--- config.mk ---
export PLATFORM = sky130hd
export DESIGN_NAME = mem_arbiter_flat
export DESIGN_NICKNAME = d
export VERILOG_FILES = /design/src/rtl/slc3_mem_pkg.sv /design/src/rtl/mem_arbiter_if.sv /design/src/rtl/mem_rr_pick.sv /design/src/rtl/mem_arbiter.sv /design/src/flat_wrapper.sv
export SDC_FILE = /design/constraint.sdc
export NUM_CORES = 1
export LEC_CHECK = 0
export CAP_MARGIN = 10
export CELL_PAD_IN_SITES_DETAIL_PLACEMENT = 2
export CELL_PAD_IN_SITES_GLOBAL_PLACEMENT = 2
export CORE_MARGIN = 2
export CORE_UTILIZATION = 24
export DETAILED_ROUTE_END_ITERATION = 8
export PLACE_DENSITY_LB_ADDON = 0.2
export SYNTH_ARGS = -nofsm -noshare
export SYNTH_HDL_FRONTEND = slang
export SYNTH_SLANG_ARGS = --single-unit
--- constraint.sdc ---
create_clock -name Clk -period 4.06 [get_ports Clk]
set_input_delay 1.015 -clock Clk [delete_from_list [all_inputs] [get_ports Clk]]
set_output_delay 1.015 -clock Clk [all_outputs]
set_load 0.03 [all_outputs]
--- src/rtl/slc3_mem_pkg.sv ---
// Shared types and constants for the SRAM arbiter: FSM states, port indices
// and default widths.
package slc3_mem_pkg;
  localparam int DEF_ADDR_W     = 20;
  localparam int DEF_DATA_W     = 16;
  localparam int DEF_ACC_CYCLES = 2;

  localparam logic PORT_CPU = 1'b0;
  localparam logic PORT_DMA = 1'b1;

  typedef enum logic [1:0] {
    IDLE   = 2'd0,
    ACCESS = 2'd1,
    DONE   = 2'd2
  } state_t;
endpackage

--- src/rtl/mem_arbiter_if.sv ---
// Requester and SRAM bus bundle for the two-port arbiter.
// Handshake: a requester raises req with addr/we/wdata and holds all of them
// until its one-cycle done pulse; rdata is valid from that pulse onward.
interface mem_arbiter_if #(
  parameter int ADDR_W = slc3_mem_pkg::DEF_ADDR_W,
  parameter int DATA_W = slc3_mem_pkg::DEF_DATA_W
);
  logic              cpu_req,   dma_req;
  logic              cpu_we,    dma_we;
  logic [ADDR_W-1:0] cpu_addr,  dma_addr;
  logic [DATA_W-1:0] cpu_wdata, dma_wdata;
  logic              cpu_done,  dma_done;
  logic [DATA_W-1:0] cpu_rdata, dma_rdata;
  logic              Mem_CE, Mem_UB, Mem_LB, Mem_OE, Mem_WE;
  logic [ADDR_W-1:0] Mem_ADDR;
  logic [DATA_W-1:0] Mem_Dout;
  logic              Mem_Dout_en;
  logic [DATA_W-1:0] Mem_Din;
  logic              owner;

  modport master (
    output cpu_req, dma_req, cpu_we, dma_we, cpu_addr, dma_addr,
           cpu_wdata, dma_wdata, Mem_Din,
    input  cpu_done, dma_done, cpu_rdata, dma_rdata, Mem_CE, Mem_UB,
           Mem_LB, Mem_OE, Mem_WE, Mem_ADDR, Mem_Dout, Mem_Dout_en, owner
  );

  modport slave (
    input  cpu_req, dma_req, cpu_we, dma_we, cpu_addr, dma_addr,
           cpu_wdata, dma_wdata, Mem_Din,
    output cpu_done, dma_done, cpu_rdata, dma_rdata, Mem_CE, Mem_UB,
           Mem_LB, Mem_OE, Mem_WE, Mem_ADDR, Mem_Dout, Mem_Dout_en, owner
  );
endinterface

--- src/rtl/mem_rr_pick.sv ---
// Two-way round-robin pick: on a tie the port not granted last time wins.
module mem_rr_pick (
  input  logic cpu_req,
  input  logic dma_req,
  input  logic last,
  output logic grant,
  output logic winner
);
  import slc3_mem_pkg::*;

  assign grant  = cpu_req | dma_req;
  assign winner = (cpu_req & dma_req) ? ~last : (dma_req ? PORT_DMA : PORT_CPU);
endmodule

--- src/rtl/mem_arbiter.sv ---
// Arbitrates CPU and DMA access to one asynchronous SRAM; every access is
// IDLE -> ACCESS (ACC_CYCLES) -> DONE, with all SRAM outputs registered.
module mem_arbiter #(
  parameter int ADDR_W     = slc3_mem_pkg::DEF_ADDR_W,
  parameter int DATA_W     = slc3_mem_pkg::DEF_DATA_W,
  parameter int ACC_CYCLES = slc3_mem_pkg::DEF_ACC_CYCLES
) (
  input  logic                 Clk,
  input  logic                 Reset,
  mem_arbiter_if.slave         bus,
  output slc3_mem_pkg::state_t dbg_state
);
  import slc3_mem_pkg::*;

  localparam logic [2:0] LAST_CNT = 3'(ACC_CYCLES - 1);

  state_t            state;
  logic [2:0]        cnt;
  logic              last;
  logic              owner_r;
  logic [ADDR_W-1:0] addr_r;
  logic [DATA_W-1:0] wdata_r;
  logic              we_r;
  logic              ce_n, oe_n, we_n, dout_en;
  logic              cpu_done_r, dma_done_r;
  logic [DATA_W-1:0] cpu_rdata_r, dma_rdata_r;
  logic              grant, winner;
  logic              sel_we;

  mem_rr_pick u_pick (
    .cpu_req (bus.cpu_req),
    .dma_req (bus.dma_req),
    .last    (last),
    .grant   (grant),
    .winner  (winner)
  );

  assign sel_we = (winner == PORT_DMA) ? bus.dma_we : bus.cpu_we;

  always_ff @(posedge Clk) begin
    if (Reset) begin
      state       <= IDLE;
      cnt         <= 3'd0;
      last        <= PORT_DMA;
      owner_r     <= PORT_CPU;
      addr_r      <= '0;
      wdata_r     <= '0;
      we_r        <= 1'b0;
      ce_n        <= 1'b1;
      oe_n        <= 1'b1;
      we_n        <= 1'b1;
      dout_en     <= 1'b0;
      cpu_done_r  <= 1'b0;
      dma_done_r  <= 1'b0;
      cpu_rdata_r <= '0;
      dma_rdata_r <= '0;
    end else begin
      cpu_done_r <= 1'b0;
      dma_done_r <= 1'b0;
      case (state)
        IDLE: begin
          if (grant) begin
            owner_r <= winner;
            last    <= winner;
            addr_r  <= (winner == PORT_DMA) ? bus.dma_addr  : bus.cpu_addr;
            wdata_r <= (winner == PORT_DMA) ? bus.dma_wdata : bus.cpu_wdata;
            we_r    <= sel_we;
            cnt     <= 3'd0;
            ce_n    <= 1'b0;
            oe_n    <= sel_we;
            we_n    <= ~sel_we;
            dout_en <= sel_we;
            state   <= ACCESS;
          end
        end
        ACCESS: begin
          if (cnt == LAST_CNT) begin
            // Strobes rise here so DONE doubles as the bus-turnaround cycle.
            ce_n    <= 1'b1;
            oe_n    <= 1'b1;
            we_n    <= 1'b1;
            dout_en <= 1'b0;
            if (!we_r) begin
              if (owner_r == PORT_DMA) dma_rdata_r <= bus.Mem_Din;
              else                     cpu_rdata_r <= bus.Mem_Din;
            end
            if (owner_r == PORT_DMA) dma_done_r <= 1'b1;
            else                     cpu_done_r <= 1'b1;
            state <= DONE;
          end else begin
            cnt <= cnt + 3'd1;
          end
        end
        DONE: begin
          cnt   <= 3'd0;
          state <= IDLE;
        end
        default: state <= IDLE;
      endcase
    end
  end

  assign bus.Mem_CE      = ce_n;
  assign bus.Mem_UB      = ce_n;
  assign bus.Mem_LB      = ce_n;
  assign bus.Mem_OE      = oe_n;
  assign bus.Mem_WE      = we_n;
  assign bus.Mem_Dout_en = dout_en;
  assign bus.Mem_ADDR    = addr_r;
  assign bus.Mem_Dout    = wdata_r;
  assign bus.owner       = owner_r;
  assign bus.cpu_done    = cpu_done_r;
  assign bus.dma_done    = dma_done_r;
  assign bus.cpu_rdata   = cpu_rdata_r;
  assign bus.dma_rdata   = dma_rdata_r;
  assign dbg_state       = state;
endmodule

--- src/flat_wrapper.sv ---
// flat-port wrapper written by rule: the top's interface ports become plain ports
module mem_arbiter_flat import slc3_mem_pkg::*;
#(
  parameter int ADDR_W     = slc3_mem_pkg::DEF_ADDR_W,
  parameter int DATA_W     = slc3_mem_pkg::DEF_DATA_W,
  parameter int ACC_CYCLES = slc3_mem_pkg::DEF_ACC_CYCLES
)
  (Clk, Reset, dbg_state, bus_cpu_req, bus_dma_req, bus_cpu_we, bus_dma_we, bus_cpu_addr, bus_dma_addr, bus_cpu_wdata, bus_dma_wdata, bus_Mem_Din, bus_cpu_done, bus_dma_done, bus_cpu_rdata, bus_dma_rdata, bus_Mem_CE, bus_Mem_UB, bus_Mem_LB, bus_Mem_OE, bus_Mem_WE, bus_Mem_ADDR, bus_Mem_Dout, bus_Mem_Dout_en, bus_owner);
  mem_arbiter_if #(.ADDR_W(ADDR_W), .DATA_W(DATA_W)) bus_i ();
  input  logic Clk;
  input  logic Reset;
  output slc3_mem_pkg::state_t dbg_state;
  input wire logic [$bits(bus_i.cpu_req)-1:0] bus_cpu_req;
  input wire logic [$bits(bus_i.dma_req)-1:0] bus_dma_req;
  input wire logic [$bits(bus_i.cpu_we)-1:0] bus_cpu_we;
  input wire logic [$bits(bus_i.dma_we)-1:0] bus_dma_we;
  input wire logic [$bits(bus_i.cpu_addr)-1:0] bus_cpu_addr;
  input wire logic [$bits(bus_i.dma_addr)-1:0] bus_dma_addr;
  input wire logic [$bits(bus_i.cpu_wdata)-1:0] bus_cpu_wdata;
  input wire logic [$bits(bus_i.dma_wdata)-1:0] bus_dma_wdata;
  input wire logic [$bits(bus_i.Mem_Din)-1:0] bus_Mem_Din;
  output wire logic [$bits(bus_i.cpu_done)-1:0] bus_cpu_done;
  output wire logic [$bits(bus_i.dma_done)-1:0] bus_dma_done;
  output wire logic [$bits(bus_i.cpu_rdata)-1:0] bus_cpu_rdata;
  output wire logic [$bits(bus_i.dma_rdata)-1:0] bus_dma_rdata;
  output wire logic [$bits(bus_i.Mem_CE)-1:0] bus_Mem_CE;
  output wire logic [$bits(bus_i.Mem_UB)-1:0] bus_Mem_UB;
  output wire logic [$bits(bus_i.Mem_LB)-1:0] bus_Mem_LB;
  output wire logic [$bits(bus_i.Mem_OE)-1:0] bus_Mem_OE;
  output wire logic [$bits(bus_i.Mem_WE)-1:0] bus_Mem_WE;
  output wire logic [$bits(bus_i.Mem_ADDR)-1:0] bus_Mem_ADDR;
  output wire logic [$bits(bus_i.Mem_Dout)-1:0] bus_Mem_Dout;
  output wire logic [$bits(bus_i.Mem_Dout_en)-1:0] bus_Mem_Dout_en;
  output wire logic [$bits(bus_i.owner)-1:0] bus_owner;
  assign bus_i.cpu_req = bus_cpu_req;
  assign bus_i.dma_req = bus_dma_req;
  assign bus_i.cpu_we = bus_cpu_we;
  assign bus_i.dma_we = bus_dma_we;
  assign bus_i.cpu_addr = bus_cpu_addr;
  assign bus_i.dma_addr = bus_dma_addr;
  assign bus_i.cpu_wdata = bus_cpu_wdata;
  assign bus_i.dma_wdata = bus_dma_wdata;
  assign bus_i.Mem_Din = bus_Mem_Din;
  assign bus_cpu_done = bus_i.cpu_done;
  assign bus_dma_done = bus_i.dma_done;
  assign bus_cpu_rdata = bus_i.cpu_rdata;
  assign bus_dma_rdata = bus_i.dma_rdata;
  assign bus_Mem_CE = bus_i.Mem_CE;
  assign bus_Mem_UB = bus_i.Mem_UB;
  assign bus_Mem_LB = bus_i.Mem_LB;
  assign bus_Mem_OE = bus_i.Mem_OE;
  assign bus_Mem_WE = bus_i.Mem_WE;
  assign bus_Mem_ADDR = bus_i.Mem_ADDR;
  assign bus_Mem_Dout = bus_i.Mem_Dout;
  assign bus_Mem_Dout_en = bus_i.Mem_Dout_en;
  assign bus_owner = bus_i.owner;
  mem_arbiter #(.ADDR_W(ADDR_W), .DATA_W(DATA_W), .ACC_CYCLES(ACC_CYCLES)) u_core (.Clk(Clk), .Reset(Reset), .bus(bus_i), .dbg_state(dbg_state));
endmodule
== After elaboration in Yosys (flattened, before gate mapping) ==
Cells that the tools add are included.

* Register bits after elaboration: 82
* Bits in latches: 0
* Bits in writable memories: 0
* ROM bits: 0
* Input bits: 94
* Word-level logic and storage cells: 62
* Memories kept: 0

* $add $sub $neg: 1
* Multiply operators: 0
* Divide/modulo/power cells: 0
* Order comparisons: 0
* Equal/unequal tests: 6
* Shifts and indexed selects: 0
* Mux-type cells: 22
* Bitwise operators: 8
* Reduce and logical (&&, ||, !) cells: 10

{| class="wikitable"
|+ Operators with widths
! cell !! count
|-
| $mux W20 || 1
|-
| $mux W16 || 1
|-
| $mux W1 || 10
|-
| $pmux W3 S3 || 1
|-
| $pmux W1 S2 || 4
|-
| $reduce_and A4 Y1 || 2
|-
| $mux W3 || 2
|-
| $not A1 Y1 || 6
|-
| $reduce_and A3 Y1 || 2
|-
| $mux W2 || 2
|-
| $ne A2 B1 Y1 const B || 2
|-
| $pmux W2 S2 || 1
|-
| $reduce_and A2 Y1 || 2
|-
| $add A3 B1 Y3 const B || 1
|-
| $eq A3 B1 Y1 const B || 1
|-
| $reduce_bool A3 Y1 || 1
|-
| $reduce_or A3 Y1 || 1
|-
| $eq A2 B1 Y1 const B || 1
|-
| $eq A2 B2 Y1 const B || 1
|-
| $logic_not A2 Y1 || 1
|-
| $ne A2 B2 Y1 const B || 1
|-
| $reduce_bool A2 Y1 || 1
|-
| $and A1 B1 Y1 || 1
|-
| $or A1 B1 Y1 || 1
|}

== Logic depth before layout (Yosys ltp) ==
* Word-level depth: 6
* Depth in mapped cells: 8
* Depth with buffers taken out: 6

== By module ==
From an unflattened synthesis, not the netlist that was laid out.

* Cell total of the unflattened synthesis: 349
* Area total of the unflattened synthesis: 3383.2 um2

{| class="wikitable"
|+ By module, submodules not included
! module !! instances !! cells each !! area an instance (um2) !! seq. area each (um2)
|-
| mem_arbiter || 1 || 347 || 3369.5 || 1641.6
|-
| mem_rr_pick || 1 || 2 || 13.8 || 0.0
|}

== Worst setup path before layout ==
Ideal clock, no wire load.

* Path kind: in2reg
* From: input port Reset
* To: register u_core.owner_r (netlist: u_core.bus.owner)
* Setup time: 0.128 ns
* Data arrival time: 1.866 ns
* Data required time: 3.932 ns
* Setup slack: 2.066 ns
* Cell stages on the path: 4
* Path buffers: 3
* Cell sequence: clkbuf_1 -> clkbuf_1 -> clkbuf_1 -> nor2_1

{| class="wikitable"
|+ RTL lines
! element !! line !! source
|-
| start, declared || flat_wrapper.sv:11 || <nowiki>input logic Reset;</nowiki>
|-
| end signal, assigned || mem_arbiter.sv:63 || <nowiki>owner_r <= winner;</nowiki>
|-
| end, declared || mem_arbiter.sv:20 || <nowiki>logic owner_r;</nowiki>
|}

No word-level cell between the ends.

== Final worst setup path ==
* From: register u_core.state[0] (netlist: u_core.dbg_state[0])
* To: output port dbg_state[0]

{| class="wikitable"
|+ RTL lines
! element !! line !! source
|-
| start, declared || mem_arbiter.sv:17 || <nowiki>state_t state;</nowiki>
|-
| start signal, assigned || mem_arbiter.sv:42 || <nowiki>state <= IDLE;</nowiki>
|-
| start signal, assigned || mem_arbiter.sv:73 || <nowiki>state <= ACCESS;</nowiki>
|-
| start signal, assigned || mem_arbiter.sv:89 || <nowiki>state <= DONE;</nowiki>
|-
| end, declared || flat_wrapper.sv:12 || <nowiki>output slc3_mem_pkg::state_t dbg_state;</nowiki>
|}

No word-level cell between the ends.

==> impl_metrics.env <==
export IMPL_worstMarginPinSlew_ps=944
export IMPL_grt_start_max_net_pins=76
export IMPL_cp_arrival_ps=1680
export IMPL_fin_worst_skew_ps=8.48
export IMPL_grtUsageTotal=0.162
export IMPL_insertion_delay_ps=340
export IMPL_whs_path_depth=2
export IMPL_cts_sinks=82
export IMPL_root_buffer="clkbuf_16"
export IMPL_drc=0
export IMPL_wl_per_cell_um=16.4
export IMPL_nFillCells=1522
export IMPL_core_area_um2=13800
export IMPL_route_met3_wl_um=1390
export IMPL_clk_path_buf_depth=2
export IMPL_final_hold_violation_count=0
export IMPL_min_period_ps=2690
export IMPL_crit_path_max_fanout=10
export IMPL_path_depth=1
export IMPL_htree_levels=3
export IMPL_port_buffer_count=172
export IMPL_drtAntennaViolNets=0
export IMPL_dr_wl_met2_um=5510
export IMPL_post_cts_resized=0
export IMPL_hp_class="reg -> reg"
export IMPL_grt_pass1_vias=3681
export IMPL_fin_area_um2=5520
export IMPL_drt_first_iter_violations=83
export IMPL_synth_seq_cells=82
export IMPL_yosys_area_top_type="dfxtp_1"
export IMPL_slew_limit_headroom=0.368
export IMPL_drv_slew=0
export IMPL_crit_path_cell_trace="clkdlybuf4s50_1"
export IMPL_synth_area_leaders="dfxtp_1, mux2i_1, a211oi_1, nand2_1, a21oi_1"
export IMPL_path_delay_family="buffers and inverters"
export IMPL_area_growth_pct=62.7
export IMPL_syn_area_per_cell_um2=9.13
export IMPL_power_switching_mw=0.639
export IMPL_io_pins=173
export IMPL_yosysMostFrequentCell="dfxtp_1"
export IMPL_drv_cap=0
export IMPL_power_frac_comb=0.224
export IMPL_yosys_warnings=0
export IMPL_fp_dieH_um=123
export IMPL_top_layer="met4"
export IMPL_cp_start_kind="flip-flop"
export IMPL_wl_met1_um=4720
export IMPL_rsz0062_at_grt="false"
export IMPL_drive_gt1_frac=0.0694
export IMPL_status="complete, no violations"
export IMPL_max_stage_delay_ps=770
export IMPL_ys_seq_area_frac=0.484
export IMPL_syn_nets=468
export IMPL_placed_cell_area_um2=5200
export IMPL_leakage_nw=2.00
export IMPL_rr_worst_depth=5
export IMPL_period_share=0.663
export IMPL_synth_area_um2=3390
export IMPL_cts_hold_fix_buffers=0
export IMPL_synth_edf_count=0
export IMPL_synthFlopType="dfxtp_1"
export IMPL_p_per_area_nw_per_um2=415
export IMPL_die_w_um=123
export IMPL_setup_violations=0
export IMPL_cp_num_buf_inv=1
export IMPL_wl_um=11700
export IMPL_yosys_cell_types_count=36
export IMPL_numCtsBuffers=9
export IMPL_dr_pass1_iters=4
export IMPL_rows=43
export IMPL_clkTransAtPathRegs_ps=60
export IMPL_async_reset_ff_frac=0
export IMPL_antenna_found_initial=0
export IMPL_crit_slowest_cell="clkdlybuf4s50_1"
export IMPL_seqPwrFrac=0.395
export IMPL_vias=3268
export IMPL_synth_top_area_frac=0.484
export IMPL_nets=625
export IMPL_ys_top_cells_by_count="dfxtp_1, nand2_1, nor2_1"
export IMPL_pwr_share_clk=0.381
export IMPL_ir_worst_vdd_mv=0.177
export IMPL_start_util=0.245
export IMPL_syn_inst=372
export IMPL_die_area_um2=15100
export IMPL_power_internal_mw=1.65
export IMPL_end_kind="primary output"
export IMPL_diodes=0
export IMPL_tns_ps=0
export IMPL_cts_setup_buffers=0
export IMPL_swShare=0.279
export IMPL_grt_ovfl_total=0
export IMPL_fmax_mhz=371
export IMPL_grt_pass1_wl_um=18800
export IMPL_worstSetupPathType="reg -> out"
export IMPL_post_drt_via_cell_ratio=4.58
export IMPL_tritoncts="done"
export IMPL_required_ps=3040
export IMPL_gp_congestion=0.697
export IMPL_place_hpwl_um=8660
==> metal layers <==
metal  track usage  vias up
li1              -     1600
met1         0.184     1537
met2         0.270      123
met3        0.0798        8
met4        0.0474        0
met5             0        -
==> path summary, 6_finish.rpt <==
| check | start | end | slack (ps) |
|---|---|---|---|
| setup / recovery | u_core.dbg_state[0] | dbg_state[0] | 1370 |
| hold / removal | u_core.bus.dma_rdata[5] | u_core.bus.dma_rdata[5] | 460 |
| setup reg to reg | u_core.cnt[0] | u_core.bus.dma_rdata[15] | 1920 |
| hold reg to reg | u_core.bus.dma_rdata[5] | u_core.bus.dma_rdata[5] | 460 |
==> power groups by stage <==
stage / clock network (mW) / logic [mW] / registers (mW)
2_1_floorplan: 0 / 0.177 / 1.02
3_3_place_gp: 0 / 0.510 / 0.919
3_5_place_dp: 0 / 0.522 / 0.922
4_1_cts: 0.905 / 0.526 / 0.906
5_1_grt: 0.937 / 0.558 / 0.913
6_report: 0.874 / 0.515 / 0.905
==> per-stage QoR <==
step	util	hold WS [ps]	power [mW]	instances	setup WS, ps
after floorplan	-	543	1.19	372	2070
after global placement	0.376	444	1.43	698	1230
after detailed placement	0.376	453	1.44	698	1150
after CTS	0.399	464	2.34	713	1330
after global routing	0.399	486	2.41	713	1280
final	0.399	458	2.29	713	1370
==> logic make-up after synthesis <==
logic type / after synthesis / share of synthesized area
AO/OA/AOI/OAI: 84 / 0.160
adder cells (fa/ha/maj): 2 / 0.00737
buffers and inverters: 34 / 0.0545
flip-flops: 82 / 0.484
multiplexers: 38 / 0.112
AND/OR/NAND/NOR: 132 / 0.183
==> sequential cells by signal, summed over array words and instances, names as in the netlist, 2 cells and up <==
| signal | count |
|---|---|
| u_core.bus.Mem_ADDR | 20 |
| u_core.bus.Mem_Dout | 16 |
| u_core.bus.cpu_rdata | 16 |
| u_core.bus.dma_rdata | 16 |
| u_core.cnt | 3 |
| u_core.dbg_state | 2 |
==> cell type report <==
| type | count | area, µm² | share of cell area |
|---|---|---|---|
| Timing Repair Buffer | 176 | 1750 | 0.316 |
| Sequential cell | 82 | 1640 | 0.297 |
| Multi-Input combinational cell | 256 | 1580 | 0.285 |
| Clock buffer | 10 | 239 | 0.0433 |
| Tap cell | 180 | 225 | 0.0408 |
| Clock inverter | 5 | 78.8 | 0.0143 |
| Inverter | 4 | 15.0 | 0.00272 |
==> placed cells by master (no fill, tap or decap), types with 2 or more instances in the layout <==
master           instances
nand2_2                 10
nor2_1                  44
and2_1                   2
o21ai_1                  2
a211oi_1                36
inv_1                    4
ha_1                     2
nor3_1                   5
clkdlybuf4s50_1        171
o22a_1                   2
clkbuf_16                9
nor4b_1                  2
nand2_1                 59
dfxtp_1                 82
a31oi_1                  3
buf_4                    4
clkinv_2                 2
mux2i_1                 38
bufinv_16                2
a21oi_1                 35
(Power assumes the default switching activity.)
